--- config.mk ---
export PLATFORM = sky130hd
export DESIGN_NAME = rom_burst_arbiter
export DESIGN_NICKNAME = d
export VERILOG_FILES = /design/src/rtl/rom_burst_arbiter.sv
export SDC_FILE = /design/constraint.sdc
export NUM_CORES = 1
export LEC_CHECK = 0
export ABC_AREA = 1
export BUFFER_PORTS_ARGS = -buffer_cell sky130_fd_sc_hd__buf_2
export CORE_ASPECT_RATIO = 1.5
export CORE_MARGIN = 5
export CORE_UTILIZATION = 38
export DETAILED_ROUTE_END_ITERATION = 10
export PLACE_DENSITY = 0.7
export SLEW_MARGIN = 5
export SYNTH_ARGS = -nofsm -noshare
export SYNTH_HDL_FRONTEND = slang
export SYNTH_SLANG_ARGS = --single-unit
--- constraint.sdc ---
create_clock -name clk -period 1.8 [get_ports clk]
set_input_delay 0.36 -clock clk [delete_from_list [all_inputs] [get_ports clk]]
set_output_delay 0.36 -clock clk [all_outputs]
set_load 0.01 [all_outputs]
--- src/rtl/rom_burst_arbiter.sv ---
// rtl/rom_burst_arbiter.sv - round-robin burst arbiter in front of a shared synchronous-read ROM
module rom_burst_arbiter #(
    parameter int ADDR_WIDTH  = 10,
    parameter int DATA_WIDTH  = 32,
    parameter int NUM_REQ     = 4,
    parameter int LEN_WIDTH   = 8,
    parameter int ROM_LATENCY = 2
) (
    input  logic                            clk,
    input  logic                            rst_n,
    input  logic [NUM_REQ-1:0]              req,
    input  logic [NUM_REQ*ADDR_WIDTH-1:0]   base_addr,
    input  logic [NUM_REQ*LEN_WIDTH-1:0]    burst_len,
    output logic [NUM_REQ-1:0]              gnt,
    output logic [NUM_REQ-1:0]              rd_valid,
    output logic [NUM_REQ-1:0]              rd_last,
    output logic [DATA_WIDTH-1:0]           rd_data,
    output logic [ADDR_WIDTH-1:0]           rom_addr,
    input  logic [DATA_WIDTH-1:0]           rom_rd_data,
    output logic                            busy
);

    localparam int IDX_W = (NUM_REQ > 1) ? $clog2(NUM_REQ) : 1;

    typedef enum logic [1:0] {
        S_IDLE  = 2'd0,
        S_ISSUE = 2'd1,
        S_DRAIN = 2'd2
    } state_t;

    state_t                  r_state;
    logic [NUM_REQ-1:0]      r_gnt;
    logic                    r_busy;
    logic [ADDR_WIDTH-1:0]   r_addr;
    logic [LEN_WIDTH-1:0]    r_len;
    logic [LEN_WIDTH-1:0]    r_cnt;
    logic [IDX_W-1:0]        r_last_winner;

    // Tracking pipeline carries owner-one-hot valid and last so the outputs need no decode.
    logic [NUM_REQ-1:0]      r_pipe_valid [ROM_LATENCY];
    logic [NUM_REQ-1:0]      r_pipe_last  [ROM_LATENCY];

    logic                    w_found;
    logic [IDX_W-1:0]        w_sel;
    logic [ADDR_WIDTH-1:0]   w_win_base;
    logic [LEN_WIDTH-1:0]    w_win_len;
    logic                    w_issue_last;
    logic [NUM_REQ-1:0]      w_issue_valid;
    logic [NUM_REQ-1:0]      w_issue_lastv;

    // Round-robin search starting just above the previous winner.
    always_comb begin
        int idx;
        w_found = 1'b0;
        w_sel   = '0;
        idx     = 0;
        for (int k = 1; k <= NUM_REQ; k++) begin
            idx = int'(r_last_winner) + k;
            if (idx >= NUM_REQ) begin
                idx = idx - NUM_REQ;
            end
            if (!w_found && req[idx]) begin
                w_found = 1'b1;
                w_sel   = IDX_W'(idx);
            end
        end
    end

    always_comb begin
        w_win_base = '0;
        w_win_len  = '0;
        for (int i = 0; i < NUM_REQ; i++) begin
            if (w_sel == IDX_W'(i)) begin
                w_win_base = base_addr[i*ADDR_WIDTH +: ADDR_WIDTH];
                w_win_len  = burst_len[i*LEN_WIDTH +: LEN_WIDTH];
            end
        end
    end

    assign w_issue_last  = (r_cnt == r_len);
    assign w_issue_valid = (r_state == S_ISSUE) ? r_gnt : '0;
    assign w_issue_lastv = ((r_state == S_ISSUE) && w_issue_last) ? r_gnt : '0;

    always_ff @(posedge clk or negedge rst_n) begin
        if (!rst_n) begin
            r_state       <= S_IDLE;
            r_gnt         <= '0;
            r_busy        <= 1'b0;
            r_addr        <= '0;
            r_len         <= '0;
            r_cnt         <= '0;
            r_last_winner <= IDX_W'(NUM_REQ - 1);
        end else begin
            case (r_state)
                S_IDLE: begin
                    if (w_found) begin
                        r_gnt         <= {{(NUM_REQ-1){1'b0}}, 1'b1} << w_sel;
                        r_busy        <= 1'b1;
                        r_addr        <= w_win_base;
                        r_len         <= w_win_len;
                        r_cnt         <= '0;
                        r_last_winner <= w_sel;
                        r_state       <= S_ISSUE;
                    end
                end
                S_ISSUE: begin
                    // rom_addr stays on the final word through DRAIN.
                    if (w_issue_last) begin
                        r_state <= S_DRAIN;
                    end else begin
                        r_addr <= r_addr + ADDR_WIDTH'(1);
                        r_cnt  <= r_cnt + LEN_WIDTH'(1);
                    end
                end
                S_DRAIN: begin
                    if (|rd_last) begin
                        r_gnt   <= '0;
                        r_busy  <= 1'b0;
                        r_state <= S_IDLE;
                    end
                end
                default: begin
                    r_state <= S_IDLE;
                end
            endcase
        end
    end

    always_ff @(posedge clk or negedge rst_n) begin
        if (!rst_n) begin
            for (int i = 0; i < ROM_LATENCY; i++) begin
                r_pipe_valid[i] <= '0;
                r_pipe_last[i]  <= '0;
            end
        end else begin
            r_pipe_valid[0] <= w_issue_valid;
            r_pipe_last[0]  <= w_issue_lastv;
            for (int i = 1; i < ROM_LATENCY; i++) begin
                r_pipe_valid[i] <= r_pipe_valid[i-1];
                r_pipe_last[i]  <= r_pipe_last[i-1];
            end
        end
    end

    assign gnt      = r_gnt;
    assign busy     = r_busy;
    assign rom_addr = r_addr;
    assign rd_valid = r_pipe_valid[ROM_LATENCY-1];
    assign rd_last  = r_pipe_last[ROM_LATENCY-1];
    assign rd_data  = rom_rd_data;

endmodule

# ---- Yosys cells after proc, flatten, opt, wreduce, memory -nomap -nowiden
# Index checks and enable logic that the tools add are counted.
dict set report totals {
  regBits 51
  inputBits 110
  output_inout_bits 55
  wordCells 106
}
dict set report classes {
  add_sub_neg 10
  order_cmp 8
  eq_ne 10
  n_shift 1
  n_mux 50
  n_reduce_logical 16
}
# operator count
set ops {}
lappend ops {{< comparator 32 x 4 -> 1 bit (second input constant)} 4}
lappend ops {{2-to-1 mux 32 bit} 4}
lappend ops {{2-to-1 mux 10 bit} 6}
lappend ops {{2-to-1 mux 8 bit} 6}
lappend ops {{one-hot mux 10 bit (2 select lines)} 1}
lappend ops {{2-to-1 mux 4 bit} 4}
lappend ops {{one-hot mux 8 bit (2 select lines)} 1}
lappend ops {{2-to-1 mux 1 bit} 14}
lappend ops {{2-to-1 mux 2 bit} 7}
lappend ops {{subtractor 3 x 3 -> 4 bit (second input constant)} 3}
lappend ops {{adder 10 x 1 -> 10 bit (second input constant)} 1}
lappend ops {{greater-or-equal comparator 3 bit (second input constant)} 3}
lappend ops {{AND reduction 3 bit} 3}
lappend ops {{adder 8 x 1 -> 8 bit (second input constant)} 1}
lappend ops {{binary-select mux 1 bit (select 2 bit)} 4}
lappend ops {{equality test 8 bit} 1}
lappend ops {{!= test 2 bit (second input constant)} 4}
lappend ops {{one-hot mux 4 bit (2 select lines)} 1}
lappend ops {{adder 2 x 2 -> 3 bit (second input constant)} 2}
lappend ops {{equality test 2 bit (second input constant)} 3}
lappend ops {{one-hot mux 2 bit (3 select lines)} 1}
lappend ops {{subtractor 4 x 3 -> 5 bit (second input constant)} 1}
lappend ops {{adder 2 x 3 -> 4 bit (second input constant)} 1}
lappend ops {{equality test 2 x 1 -> 1 bit (second input constant)} 2}
lappend ops {{other kinds (10)} 17}

# ---- Logic depth before layout (Yosys ltp)
dict set report logic_depth {
  word_depth 23
  ltp_mapped 17
  ltp_nobuf 17
}

# ---- Worst setup path before layout
# OpenSTA, ideal clock, no wires.
dict set report synth_timing {
  path_kind {flip-flop to flip-flop}
  start {register r_last_winner[0]}
  end {register r_addr[8], in the netlist rom_addr[8]}
  setup_time_ns 0.120
  arrival_ns 1.809
  required_time_ns 1.680
  path_slack_ns -0.129
  path_stages_with_launch 16
  n_path_buf 2
  synth_period_minus_slack_ns 1.929
  cell_sequence {dfstp_2 > buf_6 > nand2_2 > nand2_2 > nand2_1 > nand2_1 > nor2_4 > nand3_4 > clkinv_4 > nor2_8 > nand2_4 > buf_6 > o21ai_1 > inv_1 > nand2_1 > a21oi_2}
}
dict set report synth_via {
  elab_chain_cells 23
  word_cells_on_any_way 54
  classes_between {add/sub (8); order compare (4); eq/ne (4); mux (30); reduce/logical (8)}
}
# element line
set synth_rtl {}
lappend synth_rtl {{start, declared} 37} ;# logic [IDX_W-1:0] r_last_winner;
lappend synth_rtl {{start signal, assigned} 92} ;# r_last_winner <= IDX_W'(NUM_REQ - 1);
lappend synth_rtl {{start signal, assigned} 102} ;# r_last_winner <= w_sel;
lappend synth_rtl {{adder 2 x 1 -> 3 bit} 58} ;# idx = int'(r_last_winner) + k;
lappend synth_rtl {{subtractor 3 x 3 -> 4 bit / greater-or-equal comparator 3 bit (equally long branches)} {60, 59}}
lappend synth_rtl {{2-to-1 mux 32 bit} 59} ;# if (idx >= NUM_REQ) begin
lappend synth_rtl {{binary-select mux 1 bit (select 2 bit)} 62} ;# if (!w_found && req[idx]) begin
lappend synth_rtl {{2-to-1 mux 1 bit (not written as such) (2 in series)} 62}
lappend synth_rtl {{2-to-1 mux 1 bit} 62}
lappend synth_rtl {{zero test 1 bit} 62}
lappend synth_rtl {{logical AND 1 bit} 62}
lappend synth_rtl {{[3 not listed]} --}
lappend synth_rtl {{2-to-1 mux 1 bit} 62}
lappend synth_rtl {{zero test 1 bit} 62}
lappend synth_rtl {{logical AND 1 bit} 62}
lappend synth_rtl {{2-to-1 mux 2 bit} 62}
lappend synth_rtl {{zero test 2 bit} 73} ;# if (w_sel == IDX_W'(i)) begin
lappend synth_rtl {{2-to-1 mux 10 bit (4 in series)} 73}
lappend synth_rtl {{2-to-1 mux 10 bit} 96} ;# if (w_found) begin
lappend synth_rtl {{one-hot mux 10 bit (2 select lines)} 94} ;# case (r_state)
lappend synth_rtl {{end signal, assigned} 99} ;# r_addr <= w_win_base;
lappend synth_rtl {{end signal, assigned} 111} ;# r_addr <= r_addr + ADDR_WIDTH'(1);
lappend synth_rtl {{end, declared} 34} ;# logic [ADDR_WIDTH-1:0] r_addr;
# Several ways; a longest one is shown, not always the timed one. The select of a mux whose other input is x is not followed.
# A chain may end at the register's enable or synchronous reset.

# ---- Final worst setup path
dict set report layout_timing {
  start {register r_last_winner[0]}
  end {register r_len[1]}
}
dict set report layout_via {
  elab_chain_cells 21
  word_cells_on_any_way 51
  classes_between {add/sub (8); order compare (4); eq/ne (3); mux (28); reduce/logical (8)}
}
# element line
set layout_rtl {}
lappend layout_rtl {{adder 2 x 1 -> 3 bit} 58}
lappend layout_rtl {{subtractor 3 x 3 -> 4 bit / greater-or-equal comparator 3 bit (equally long branches)} {60, 59}}
lappend layout_rtl {{2-to-1 mux 32 bit} 59}
lappend layout_rtl {{binary-select mux 1 bit (select 2 bit)} 62}
lappend layout_rtl {{2-to-1 mux 1 bit (not written as such) (2 in series)} 62}
lappend layout_rtl {{2-to-1 mux 1 bit} 62}
lappend layout_rtl {{zero test 1 bit} 62}
lappend layout_rtl {{logical AND 1 bit} 62}
lappend layout_rtl {{2-to-1 mux 1 bit} 62}
lappend layout_rtl {{zero test 1 bit} 62}
lappend layout_rtl {{logical AND 1 bit} 62}
lappend layout_rtl {{2-to-1 mux 1 bit} 62}
lappend layout_rtl {{zero test 1 bit} 62}
lappend layout_rtl {{logical AND 1 bit} 62}
lappend layout_rtl {{2-to-1 mux 2 bit} 62}
lappend layout_rtl {{zero test 2 bit} 73}
lappend layout_rtl {{2-to-1 mux 8 bit (4 in series)} 73}
lappend layout_rtl {{end signal, assigned} 100} ;# r_len <= w_win_len;
lappend layout_rtl {{end, declared} 35} ;# logic [LEN_WIDTH-1:0] r_len;
# Several ways; a longest one is shown, not always the timed one. The select of a mux whose other input is x is not followed.

==> impl_metrics.toml <==
[clock_tree]
cts_tree = "yes"
cts_buffers = 5
cts_num_sinks = 51
clk_path_buf_depth = 2
root_buffer = "clkbuf_16"
htree_levels = 2
worst_setup_hold_path_clk_slew_ns = 0.07
worst_skew_pair.late_latency_ns = 0.29
cts_hold_buf = 0

[worst_setup_path]
cp.arrival_ns = 2.42
end_kind = "flip-flop"
critical_path_required_ns = 2.02
r2r_start = "r_last_winner[0]"
critical_path.max_fanout = 10
cp-start-kind = "flip-flop"
critical_path.startpoint = "r_last_winner[0]"
ws_path_type = "flip-flop to flip-flop"

[yosys]
synth.lib_cells_used.distinct = 40
synth_top_cells_by_area = "dfrtp_1, nand2_1, buf_4"
ys.flop_type = "dfrtp_1"
synth_area_leader_cell = "dfrtp_1"
yosysWarningCount = 0
muxShareOfSynthArea_pct = 0
yosys.area_share.adder_pct = 0.6954
synthesis.area_um2 = 3598
synth-compound-area-share_pct = 8.693
yosys.area_share.simple_pct = 36.96
synth_area_per_cell_um2 = 7.314
synth_sequential_area_ratio_pct = 35.54
synth_fp_nets = 604
synth_seq_cells = 51
synthDominantCellAreaShare_pct = 34.08
largest_family_of_logic_cells_by_synthesized_area = "simple AND/OR/NAND/NOR gates"
synth_xor_area_share_pct = 0.4868
ys_async_sr_fraction_pct = 100.0
synth_enable_flop_cells = 0
postSynthCellCount = 492

[detailed_routing]
route.detailed.drc = 0
drt-pass1-iter-count = 4
wirelength_um = 10820
detail_route.vias_per_cell = 5.096
detailroute.via_count = 3562
wire_per_inst_um = 15.48
antenna_violating_nets_post_route = 0
drt_iter0_markers = 169

[flow_run]
max-cap-violations = 0

[timing]
rsz0062_at_grt = "true"
setup_violations = 34
max_freq_mhz = 454.6
maxSlewViolCount = 0
hold_slack_ns = 0.05124
min_period_over_period_pct = 122.2
timing.final.hold_violations = 0
max_slew_margin_pct = 62.86
finalClockSkew_ns = 0.004662
setup_slack_ns = -0.3995
tightestPinTransition_ns = 0.5529
min_tclk_post_route_ns = 2.200

[layout]
finish.net_count = 699
n_antenna_cell = 0
multi_input_combinational_cell_area_um2 = 1886
layout_commonest_cell = "nand2_1"
mostFrequentLayoutCells = "nand2_1, buf_2, dfrtp_1"
final_cell_utilization_of_the_core_pct = 49.80
area.sequential_um2 = 1279
area.growth.synth_to_final_pct = 28.06
layout_cell_share_with_drive_strength_beyond_1_pct = 40.20
nFillCells = 907

[global_route]
initial_antenna_violation_count = 1
grt_overflow_total = 0
grt_pass1_vias = 3553
grt_start_max_net_pins = 52
first_pass_grt_wire_length_um = 16970
grt_util_all_layers_pct = 18.95

[outcome]
outcome = "complete, but fails checks"
violations_in_the_final_reports = "setup timing"

[die]
die-area_um2 = 11560
die_h_um = 129.2
core_um2 = 9254
floorplan.die.width_um = 89.46
ios = 165
start_util_pct = 38.89
std_cell_rows = 43

[placement]
numPortBuffers = 100
place_hpwl_um = 8100
gpl.final_weighted_congestion = 0.9072

[pwr]
power.static_leakage_uw = 0.002384
vdd_drop_max_v = 0.0004988
powerDensity_nw_per_um2 = 547.4

[min_path]
hp-class = "input port to asynchronous set/reset pin"
cells by family (layout without fill, tap and decap cells):
group / Yosys count / after routing
and+or+nand+nor: 275 / 276
buffers and inverters: 108 / 202
AOI/OAI and AO/OA: 54 / 54
xor gates and xnor gates: 2 / 2
DFF: 51 / 51
adders and majority gates: 2 / 2
metrics by stage:
stage	worst slack [ns]	total power (µW)	TNS, ns	cell area [µm²]	instances
detailed placement	-0.4358	1559	-8.419	4070	676
global placement	-0.3606	1554	-6.103	4070	676
global route	-0.5792	2641	-15.28	4608	699
floorplan	-0.1173	1441	-1.186	3606	492
finish	-0.3995	2523	-10.70	4608	699
CTS	-0.3618	2539	-9.324	4484	697
power breakdown:
part,leakage [µW],internal [µW],switching (µW)
clock network,0.0000696,508,414
logic,0.00174,205,250
registers,0.000577,1150,0
critical path: stages (launching register included):
cell and delay (ns):
dfstp_2 0.60, inv_4 0.08, nand2_1 0.11, nand2_4 0.07, nand2_2 0.09, nand2_4 0.07, nor2_4 0.16, nand3_4 0.15
clkinv_4 0.09, nor2_8 0.06, nor2_4 0.21, buf_12 0.15, nand2_1 0.05, nand4_1 0.09, nand2_1 0.08, o21ai_2 0.06
sequential cells by signal, summed over array words and instances (netlist names):
name / flops
busy: 1
gnt: 4
r_cnt: 8
r_last_winner: 2
r_len: 8
r_pipe_last: 4
r_pipe_valid: 4
r_state: 2
rd_last: 4
rd_valid: 4
rom_addr: 10
synth_stat cells (2+ instances only):
| cell | number |
|---|---|
| a21oi_1 | 19 |
| a21oi_2 | 3 |
| buf_2 | 4 |
| buf_4 | 43 |
| buf_6 | 4 |
| buf_8 | 2 |
| dfrtp_1 | 49 |
| dfstp_2 | 2 |
| ha_1 | 2 |
| inv_1 | 44 |
| inv_2 | 7 |
| inv_4 | 2 |
| nand2_1 | 142 |
| nand2_2 | 18 |
| nand2_4 | 9 |
| nand3_1 | 31 |
| nand3_2 | 2 |
| nand3_4 | 2 |
| nand4_1 | 16 |
| nor2_1 | 40 |
| nor2_4 | 3 |
| nor3_1 | 5 |
| o21ai_0 | 16 |
| o21ai_1 | 5 |
| o21ai_2 | 5 |
| o22ai_1 | 3 |
worst paths after layout:
| kind | end | slack, ns | cells after the start |
|---|---|---|---|
| max reg2reg | r_len[1] | -0.40 | 15 |
| min | r_pipe_valid[7] | 0.05 | 2 |
| min reg2reg | rd_valid[3] | 0.35 | 0 |
| max in group asynchronous | r_last_winner[1] | 1.46 | 2 |
| max | r_len[1] | -0.40 | 15 |
| min in group clk | rd_valid[3] | 0.35 | 0 |
repair_timing:
item                                    4_1_cts  5_1_grt
endpoints found under the setup margin       33       34
resized for setup                            41       25
cloned                                        3        0
pin swaps                                    10       10
buffers inserted                             11        2
final cells by class:
| cell class | instances | area share, % |
|---|---|---|
| Sequential cell | 51 | 27.75 |
| Clock inverter | 2 | 0.2987 |
| Multi-Input combinational cell | 334 | 40.92 |
| Clock buffer | 5 | 2.715 |
| Tap cell | 112 | 3.041 |
| Timing Repair inverter | 1 | 0.1901 |
| Timing Repair Buffer | 140 | 19.98 |
| Inverter | 54 | 5.105 |
layer usage:
metal	up-vias	routed length (µm)	global-route usage, %
li1	1717	-	-
met1	1649	3762	21.00
met2	147	5758	32.91
met3	47	745	3.753
met4	2	537	10.87
met5	-	13	0
No activity file was read; power rests on OpenSTA's default activity.
